$ cat src/rtl/mem_bist_pkg.sv
// mem_bist_pkg: shared types and the pattern generator for the memory test engine.
// Latency: n/a (types and a pure function only).
// Backpressure: n/a.
package mem_bist_pkg;

    // Widest data word the pattern function can produce; callers size-cast the result.
    localparam int MAX_W = 64;

    typedef enum logic [1:0] {
        MODE_CLEAR   = 2'd0,
        MODE_ADDR    = 2'd1,
        MODE_CHECKER = 2'd2,
        MODE_ALL     = 2'd3
    } mode_e;

    typedef enum logic [2:0] {
        ST_IDLE  = 3'd0,
        ST_WRITE = 3'd1,
        ST_TURN  = 3'd2,
        ST_READ  = 3'd3,
        ST_DRAIN = 3'd4,
        ST_DONE  = 3'd5
    } state_e;

    // Data a healthy memory should hold at addr for the given pattern.
    // The caller zero-extends addr to MAX_W and truncates the result to its width.
    function automatic logic [MAX_W-1:0] expected_data(input mode_e pattern,
                                                       input logic [MAX_W-1:0] addr);
        logic [MAX_W-1:0] checker_word;
        logic [MAX_W-1:0] result;
        checker_word = {(MAX_W/2){2'b01}};
        case (pattern)
            MODE_ADDR:    result = addr;
            MODE_CHECKER: result = addr[0] ? ~checker_word : checker_word;
            default:      result = '0;
        endcase
        return result;
    endfunction

endpackage

$ cat src/rtl/mem_bist_checker.sv
// mem_bist_checker: compares read-back data with the expected word, counts and records failures.
// Latency: compare lands on the edge ending the cycle after the read strobe.
// Backpressure: none; one compare per cycle, error count saturates instead of wrapping.
module mem_bist_checker
    import mem_bist_pkg::*;
#(
    parameter int ADDR_WIDTH = 5,
    parameter int DATA_WIDTH = 8,
    parameter int ERR_WIDTH  = 16
) (
    input  logic                  clk,
    input  logic                  rst_n,
    input  logic                  clear,
    input  logic                  rd_vld,
    input  logic [ADDR_WIDTH-1:0] rd_addr,
    input  logic [DATA_WIDTH-1:0] rd_exp,
    input  logic [DATA_WIDTH-1:0] mem_rdata,
    output logic [ERR_WIDTH-1:0]  err_count,
    output logic                  fail_valid,
    output logic [ADDR_WIDTH-1:0] fail_addr,
    output logic                  clean_nxt
);

    localparam logic [ERR_WIDTH-1:0] ERR_ONE = ERR_WIDTH'(1);

    logic                  pend_vld;
    logic [ADDR_WIDTH-1:0] pend_addr;
    logic [DATA_WIDTH-1:0] pend_exp;
    logic                  mismatch;

    // Memory returns data one cycle after the strobe, so the compare uses the held request.
    assign mismatch  = pend_vld && (mem_rdata != pend_exp);
    // Error count after this edge will still be zero: used to settle pass on entry to DONE.
    assign clean_nxt = (err_count == '0) && !mismatch;

    // Pending-read pipeline, saturating error counter and first-failure capture.
    always_ff @(posedge clk or negedge rst_n) begin
        if (!rst_n) begin
            pend_vld   <= 1'b0;
            pend_addr  <= '0;
            pend_exp   <= '0;
            err_count  <= '0;
            fail_valid <= 1'b0;
            fail_addr  <= '0;
        end else if (clear) begin
            pend_vld   <= 1'b0;
            pend_addr  <= '0;
            pend_exp   <= '0;
            err_count  <= '0;
            fail_valid <= 1'b0;
            fail_addr  <= '0;
        end else begin
            pend_vld  <= rd_vld;
            pend_addr <= rd_addr;
            pend_exp  <= rd_exp;
            if (mismatch) begin
                if (!(&err_count)) begin
                    err_count <= err_count + ERR_ONE;
                end
                if (!fail_valid) begin
                    fail_valid <= 1'b1;
                    fail_addr  <= pend_addr;
                end
            end
        end
    end

endmodule

$ cat src/rtl/mem_bist_ctrl.sv
// mem_bist_ctrl: write/read-back test engine for one single-port synchronous memory.
// Latency: 2*DEPTH+2 cycles per pattern plus one DONE cycle; ALL runs three patterns back to back.
// Backpressure: none; memory must take one access per cycle, start is ignored while busy.
module mem_bist_ctrl
    import mem_bist_pkg::*;
#(
    parameter int ADDR_WIDTH = 5,
    parameter int DATA_WIDTH = 8,
    parameter int ERR_WIDTH  = 16
) (
    input  logic                  clk,
    input  logic                  rst_n,
    input  logic                  start,
    input  logic [1:0]            mode,
    output logic                  mem_read,
    output logic                  mem_write,
    output logic [ADDR_WIDTH-1:0] mem_addr,
    output logic [DATA_WIDTH-1:0] mem_wdata,
    input  logic [DATA_WIDTH-1:0] mem_rdata,
    output logic                  busy,
    output logic                  done,
    output logic                  pass,
    output logic [ERR_WIDTH-1:0]  err_count,
    output logic                  fail_valid,
    output logic [ADDR_WIDTH-1:0] fail_addr
);

    localparam logic [ADDR_WIDTH-1:0] ADDR_ONE = ADDR_WIDTH'(1);

    state_e                state, state_nxt;
    mode_e                 mode_q, mode_nxt;
    mode_e                 pattern, pattern_nxt;
    logic [ADDR_WIDTH-1:0] addr, addr_nxt;
    logic                  addr_last;
    logic                  start_acc;
    logic [DATA_WIDTH-1:0] wdata_nxt;
    logic [DATA_WIDTH-1:0] rd_exp;
    logic                  clean_nxt;

    // Terminal count is all-ones so the counter can wrap freely without an extra bit.
    assign addr_last = &addr;
    assign start_acc = (state == ST_IDLE) && start;
    assign mem_addr  = addr;

    // Write data is prepared for the next cycle so mem_wdata leaves a flop.
    assign wdata_nxt = DATA_WIDTH'(expected_data(pattern_nxt, MAX_W'(addr_nxt)));
    // Expected word for the read being issued this cycle, handed to the checker pipeline.
    assign rd_exp    = DATA_WIDTH'(expected_data(pattern, MAX_W'(addr)));

    // Sequencer state, latched mode, current pattern and address counter.
    always_ff @(posedge clk or negedge rst_n) begin
        if (!rst_n) begin
            state   <= ST_IDLE;
            mode_q  <= MODE_CLEAR;
            pattern <= MODE_CLEAR;
            addr    <= '0;
        end else begin
            state   <= state_nxt;
            mode_q  <= mode_nxt;
            pattern <= pattern_nxt;
            addr    <= addr_nxt;
        end
    end

    // Next-state, next-pattern and next-address decode.
    always_comb begin
        state_nxt   = state;
        mode_nxt    = mode_q;
        pattern_nxt = pattern;
        addr_nxt    = addr;
        case (state)
            ST_IDLE: begin
                if (start) begin
                    mode_nxt    = mode_e'(mode);
                    pattern_nxt = ((mode == 2'd0) || (mode == 2'd3)) ? MODE_CLEAR : mode_e'(mode);
                    addr_nxt    = '0;
                    state_nxt   = ST_WRITE;
                end
            end
            ST_WRITE: begin
                addr_nxt = addr + ADDR_ONE;
                if (addr_last) begin
                    state_nxt = ST_TURN;
                end
            end
            ST_TURN: begin
                addr_nxt  = '0;
                state_nxt = ST_READ;
            end
            ST_READ: begin
                addr_nxt = addr + ADDR_ONE;
                if (addr_last) begin
                    state_nxt = ST_DRAIN;
                end
            end
            ST_DRAIN: begin
                addr_nxt = '0;
                if ((mode_q == MODE_ALL) && (pattern != MODE_CHECKER)) begin
                    pattern_nxt = mode_e'(pattern + 2'd1);
                    state_nxt   = ST_WRITE;
                end else begin
                    state_nxt = ST_DONE;
                end
            end
            ST_DONE: begin
                state_nxt = ST_IDLE;
            end
            default: begin
                state_nxt = ST_IDLE;
            end
        endcase
    end

    // Registered memory strobes and status, decoded from the next state so they align with it.
    always_ff @(posedge clk or negedge rst_n) begin
        if (!rst_n) begin
            mem_read  <= 1'b0;
            mem_write <= 1'b0;
            mem_wdata <= '0;
            busy      <= 1'b0;
            done      <= 1'b0;
            pass      <= 1'b0;
        end else begin
            mem_read  <= (state_nxt == ST_READ);
            mem_write <= (state_nxt == ST_WRITE);
            mem_wdata <= (state_nxt == ST_WRITE) ? wdata_nxt : '0;
            busy      <= (state_nxt inside {ST_WRITE, ST_TURN, ST_READ, ST_DRAIN});
            done      <= (state_nxt == ST_DONE);
            if (start_acc) begin
                pass <= 1'b0;
            end else if (state_nxt == ST_DONE) begin
                pass <= clean_nxt;
            end
        end
    end

    mem_bist_checker #(
        .ADDR_WIDTH (ADDR_WIDTH),
        .DATA_WIDTH (DATA_WIDTH),
        .ERR_WIDTH  (ERR_WIDTH)
    ) u_checker (
        .clk        (clk),
        .rst_n      (rst_n),
        .clear      (start_acc),
        .rd_vld     (mem_read),
        .rd_addr    (mem_addr),
        .rd_exp     (rd_exp),
        .mem_rdata  (mem_rdata),
        .err_count  (err_count),
        .fail_valid (fail_valid),
        .fail_addr  (fail_addr),
        .clean_nxt  (clean_nxt)
    );

endmodule

$ cat config.mk
export PLATFORM = sky130hd
export DESIGN_NAME = mem_bist_ctrl
export DESIGN_NICKNAME = d
export VERILOG_FILES = /design/src/rtl/mem_bist_pkg.sv /design/src/rtl/mem_bist_checker.sv /design/src/rtl/mem_bist_ctrl.sv
export SDC_FILE = /design/constraint.sdc
export NUM_CORES = 1
export LEC_CHECK = 0
export BUFFER_PORTS_ARGS = -buffer_cell sky130_fd_sc_hd__buf_2
export CELL_PAD_IN_SITES_DETAIL_PLACEMENT = 0
export CELL_PAD_IN_SITES_GLOBAL_PLACEMENT = 1
export CORE_ASPECT_RATIO = 1.5
export CORE_MARGIN = 2
export CORE_UTILIZATION = 47
export CTS_BUF_LIST = sky130_fd_sc_hd__clkbuf_16
export CTS_CLUSTER_DIAMETER = 150
export CTS_CLUSTER_SIZE = 12
export DETAILED_ROUTE_END_ITERATION = 16
export GPL_TIMING_DRIVEN = 0
export PLACE_DENSITY = 0.84
export SYNTH_ARGS = -nofsm -noshare
export SYNTH_HDL_FRONTEND = slang
export SYNTH_HIERARCHICAL = 1
export SYNTH_SLANG_ARGS = --single-unit
$ cat constraint.sdc
create_clock -name clk -period 6.02 [get_ports clk]
set_input_delay 1.204 -clock clk [delete_from_list [all_inputs] [get_ports clk]]
set_output_delay 1.204 -clock clk [all_outputs]
set_load 0.02 [all_outputs]
Yosys cells after proc, flatten, opt, wreduce, memory -nomap -nowiden
Index checks and enable logic that the tools add are counted.

Input port bits: 13. Output and inout port bits: 40. Flip-flop bits (word level): 61.

Reduce and logical (&&, ||, !) cells: 19. Equal/unequal tests: 19. Multiplexer cells: 29. $add $sub $neg: 3.

Operator list (number): 16-bit two-way mux (3); 8-bit two-way mux (4); 8-bit one-hot mux with 2 select lines (2); 5-bit two-way mux (5); 16-bit by 1-bit adder with 16-bit output, second input constant (1); 16-bit logical NOT (1); 16-bit AND reduction (1); 3-bit one-hot mux with 5 select lines (1); 5-bit one-hot mux with 3 select lines (1); 3-bit by 2-bit equality test with 1-bit output, second input constant (4); 3-bit two-way mux (4); 3-bit equality test, second input constant (3); 2-bit equality test, second input constant (4); 8-bit inequality test (1); 3-bit by 1-bit equality test with 1-bit output, second input constant (2); 2-bit two-way mux (3); 2-bit inequality test, second input constant (3); 2-bit AND reduction (3); 5-bit by 1-bit adder with 5-bit output, second input constant (1); 1-bit two-way mux (5); 5-bit AND reduction (1); 2-bit by 1-bit equality test with 1-bit output, second input constant (2); 1-bit logical AND (4); 2-bit one-hot mux with 2 select lines (1); other kinds (8) (10).

Longest topological paths before layout
Depth after elaboration: 8. Gate-level depth with buffers: 11. Mapped depth without buffers: 10.

Modules after synthesis
The synthesis kept the hierarchy.

Modules (own cells, without submodules): mem_bist_checker (area an instance 1838.0 um^2, sequential area each 900.9 um^2, times used 1, cells an instance 176); mem_bist_ctrl (area an instance 1308.8 um^2, sequential area each 600.6 um^2, times used 1, cells an instance 129).

Worst setup path after synthesis
Ideal clock, no wire load.

Kind: in2reg. Start: input start. End: register mem_wdata[3]. Path slack: 3.224 ns. Stages: 9. Required time: 5.935 ns. Buffers on the path: 1. Data arrival time: 2.711 ns. Library setup time: 0.085 ns. Path through: nand3b_1 > inv_1 > nor3_1 > a211oi_1 > ha_1 > clkbuf_4 > nand3b_1 > or2_2 > a41oi_2.

Word-level cells in the longest chain between the ends: 5. Elaborated cells between the ends (all ways): 12. Those cells by class: 3 x eq/ne; 9 x mux.

Ends and longest elaborated chain: from (decl) (RTL line mem_bist_ctrl.sv:13) `input logic start,`; 2-bit two-way mux (*) (RTL line mem_bist_ctrl.sv:73) `if (start) begin`; 2-bit one-hot mux with 2 select lines (*) (RTL line mem_bist_ctrl.sv:71) `case (state)`; net pattern_nxt[0] (RTL line mem_bist_ctrl.sv:32) `mode_e pattern, pattern_nxt;`; 2-bit equality test / 2-bit by 1-bit equality test with 1-bit output (equally long branches) (RTL line mem_bist_pkg.sv:32) `case (pattern)`; 8-bit one-hot mux with 2 select lines (*) (RTL line mem_bist_pkg.sv:32); 8-bit two-way mux (*) (RTL line mem_bist_ctrl.sv:126) `mem_wdata <= (state_nxt == ST_WRITE) ? wdata_nxt : '0;`; to (signal assigned) (RTL line mem_bist_ctrl.sv:126); to (decl) (RTL line mem_bist_ctrl.sv:18) `output logic [DATA_WIDTH-1:0] mem_wdata,`.

The timed path passes the listed nets; every way through them passes the cells marked *. A chain may end at the register's enable or synchronous reset.

Worst setup path in the final report
Start: input start. End: register u_checker.err_count[8].

Word-level cells in the longest chain between the ends: 3. Elaborated cells between the ends (all ways): 5. Those cells by class: 1 x eq/ne; 1 x mux; 3 x reduce/logical.

Ends and longest elaborated chain: 1-bit logical AND (*) (RTL line mem_bist_ctrl.sv:42) `assign start_acc = (state == ST_IDLE) && start;`; net start_acc (RTL line mem_bist_ctrl.sv:35) `logic start_acc;`; 2-bit inequality test (no line) / 2-bit nonzero test (equally long branches); 2-bit AND reduction (no line); to (signal assigned) (RTL line mem_bist_checker.sv:58) `err_count <= err_count + ERR_ONE;`; to (decl) (RTL line mem_bist_checker.sv:18) `output logic [ERR_WIDTH-1:0] err_count,`.

Marked as above.

==> metrics <==
outcome=completed; clock skew=0.005129 ns; FF-to-FF End=u_checker/err_count[8]; Leak Pwr=0.001850 uW; sequential-to-total area share from yosys stat=0.4771; Final min period=about 3.2 ns; max-cap violations=0; final setup TNS=0 ns; largest family of logic cells by synthesized area=simple AND/OR/NAND/NOR gates; Yosys cell types=57; dpl ws=2.500 ns; post-layout instance area=3845 sq um; CP max FO=11; CTS resizes=0; Avg Inst Size Synth=10.32 sq um; worst slew pin tran=0.7582 ns; fin crit share=0.5297; 1st-iter DRT viols=130; number of synthesized flops with an enable pin=0; post-synthesis xor/xnor area fraction=0.02783; Antenna Cells=0; gpl congestion=0.8163; clock root cell=clkbuf_16; clock latency on the worst-skew pair=around 0.32 ns; Setup Buffers After CTS=0; internal cell power=1194 uW; Yosys reg bits=60; Max Freq=roughly 310 MHz; Ys Warns=6; Post-DP HPWL=~5200 microns; post-synthesis cell area=roughly 3100 sq um; worst reg2reg path depth=8; via count=2566; Die Height=104.2 microns; net switching power figure=678.8 uW; Pwr Density=487.1 nW/um^2; final setup fails=0; critical path startpoint=start; Synth-to-Final Area Change=22.19%; DIE AREA=~7400 sq um; drt total wl=7374 microns; setup ws final=about 2.8 ns; core area=roughly 6500 sq um; CP Class=primary input to flip-flop; Sink Count=60; fin. max-slew vios=0; r2r startpoint=state[1]; multiplexer share of the synthesized area=0.02982; net count after synthesis=around 330; area post-placement=roughly 3500 sq um; I/O Buffers=52; Slew headroom=0.4946; peak supply drop=347.9 uV; wl on met1=2951 microns; vias in the first global route=2565; CTS Hold Bufs=0; Vias/cell=5.715; Comb power frac=0.344; wire length on met3=~260 microns; Final Hold Viols=0; Pre-antenna DRT Iters=4; share of power burned in registers=0.344; ys async rst share=1.000; CTS tree=built; adder-cell share of the synthesized area=0.03181; fraction of layout cells with a size suffix above 1=0.2627; Highest Signal Layer=met4; RSZ-0062 raised after global routing=false; clk slew on worst S/H paths=0.05 ns; Clk pwr share=0.312; most common cell after layout, fill and taps aside=dfrtp_1; Final ANT Viol Nets=0; class of the worst hold path=flip-flop to flip-flop; Placed Cells=between 400 and 500; prevailing post-synth register cell=dfrtp_1; Avg WL per Cell=around 16 microns; Final Net Count=389; Top-Level Pins=53; Post-Syn Instances=305; clk buf depth=2; met2 WL=3999 microns; initial antenna violation count=0; Final Non-Filler Cells=449; TritonCTS Buffers=9; largest net degree at the start of global routing=61; Worst EP required=roughly 6.2 ns; row count=36; CTS H-tree depth=3; commonest cells after routing, fill and taps aside=dfrtp_1, buf_2, nand2_1, a21oi_1; R2R setup slack=2.98 ns; first-pass GRT wire length=12640 microns; GRT overflow=0; crit path to=u_checker/err_count[8]; # fillers=605; global-route usage over all layers=0.2186; die width=between 70 and 80 microns; CP arrival=approximately 3.4 ns; crit path launch type=primary input; CP endpoint kind=flip-flop; Synth Area in Simple Gates=0.2640; DRC viols=0; Initial Util=0.4851; Sw Ratio=0.3625; Synth Area in Compound Gates=0.1225
-- worst max-delay path: stages --
cell	delay [ns]
buf_2	0.13
nand3b_1	0.23
inv_1	0.40
clkbuf_1	0.46
clkbuf_1	0.41
clkbuf_1	0.45
a21oi_1	0.08
-- cell type report --
class                           instances  area [sq um]  share of cell area
Sequential cell                        60          1501              0.3905
Clock buffer                            9         225.2             0.05857
Buffer                                 14         98.84             0.02571
Inverter                               13         48.80             0.01269
Tap cell                               76         95.09             0.02473
Timing Repair Buffer                   52         262.8             0.06834
Multi-Input combinational cell        218          1498              0.3895
Clock inverter                          7         115.1             0.02994
-- power groups by stage --
stage	logic, uW	clock network [uW]	registers [uW]
floorplan	383	0	709
global placement	635	0	649
detailed placement	645	0	650
CTS	650	594	643
global route	716	614	664
finish	645	584	644
-- synth_stat cells, drive strengths merged, types with 2 or more instances --
cell | instances | area share
nand2 | 24 | 0.029
o21ai | 11 | 0.019
nor2b | 22 | 0.044
ha | 8 | 0.032
and3 | 5 | 0.013
nand4b | 2 | 0.0056
and4 | 2 | 0.0064
nor2 | 14 | 0.017
inv | 13 | 0.016
mux2 | 8 | 0.030
o31ai | 6 | 0.014
a22o | 2 | 0.0056
nand3b | 5 | 0.012
nor4 | 8 | 0.018
or2 | 2 | 0.0040
buf | 7 | 0.022
a21oi | 23 | 0.037
nand4 | 6 | 0.021
clkbuf | 7 | 0.0095
o211ai | 7 | 0.021
nand3 | 23 | 0.038
or4 | 8 | 0.020
dfrtp | 60 | 0.48
nor3 | 5 | 0.012
xnor2 | 10 | 0.028
-- cell families (layout without fill, tap and decap cells) --
kind of cell	Yosys count	in the layout
AND/OR/NAND/NOR	134	134
multiplexers	8	8
AO/OA/AOI/OAI	58	58
flip-flops	60	60
adder cells (fa/ha/maj)	8	8
XOR/XNOR	10	10
buffers and inverters	27	95
-- worst min-delay path by stage --
stage	startpoint	end	cells after the start
CTS	u_checker/pend_addr[1]	u_checker/fail_addr[1]	2
floorplan	mode_q[0]	mode_q[0]	2
global placement	mode_q[1]	mode_q[1]	2
detailed placement	mode_q[1]	mode_q[1]	2
finish	u_checker/pend_addr[1]	u_checker/fail_addr[1]	2
global route	mem_read	u_checker/pend_vld	1
-- flip-flops by register name (all words and copies together), names as in the netlist, 3 cells and up --
name	cells
u_checker/fail_addr	5
u_checker/pend_addr	5
state	3
mem_wdata	7
u_checker/err_count	16
mem_addr	5
u_checker/pend_exp	8
-- per-stage QoR --
step | hold slack, ns | total power [uW] | util
2_1_floorplan | 0.4601 | 1092 | -
3_3_place_gp | 0.4858 | 1284 | 0.5399
3_5_place_dp | 0.5010 | 1295 | 0.5399
4_1_cts | 0.5025 | 1886 | 0.5924
5_1_grt | 0.5315 | 1994 | 0.5928
6_report | 0.5049 | 1873 | 0.5928
-- metal layers --
| layer | up-vias | track usage |
|---|---|---|
| li1 | 1233 | - |
| met5 | - | 0 |
| met3 | 14 | 0.04554 |
| met2 | 63 | 0.3812 |
| met4 | 0 | 0.08760 |
| met1 | 1256 | 0.2578 |
(Power assumes the default switching activity.)
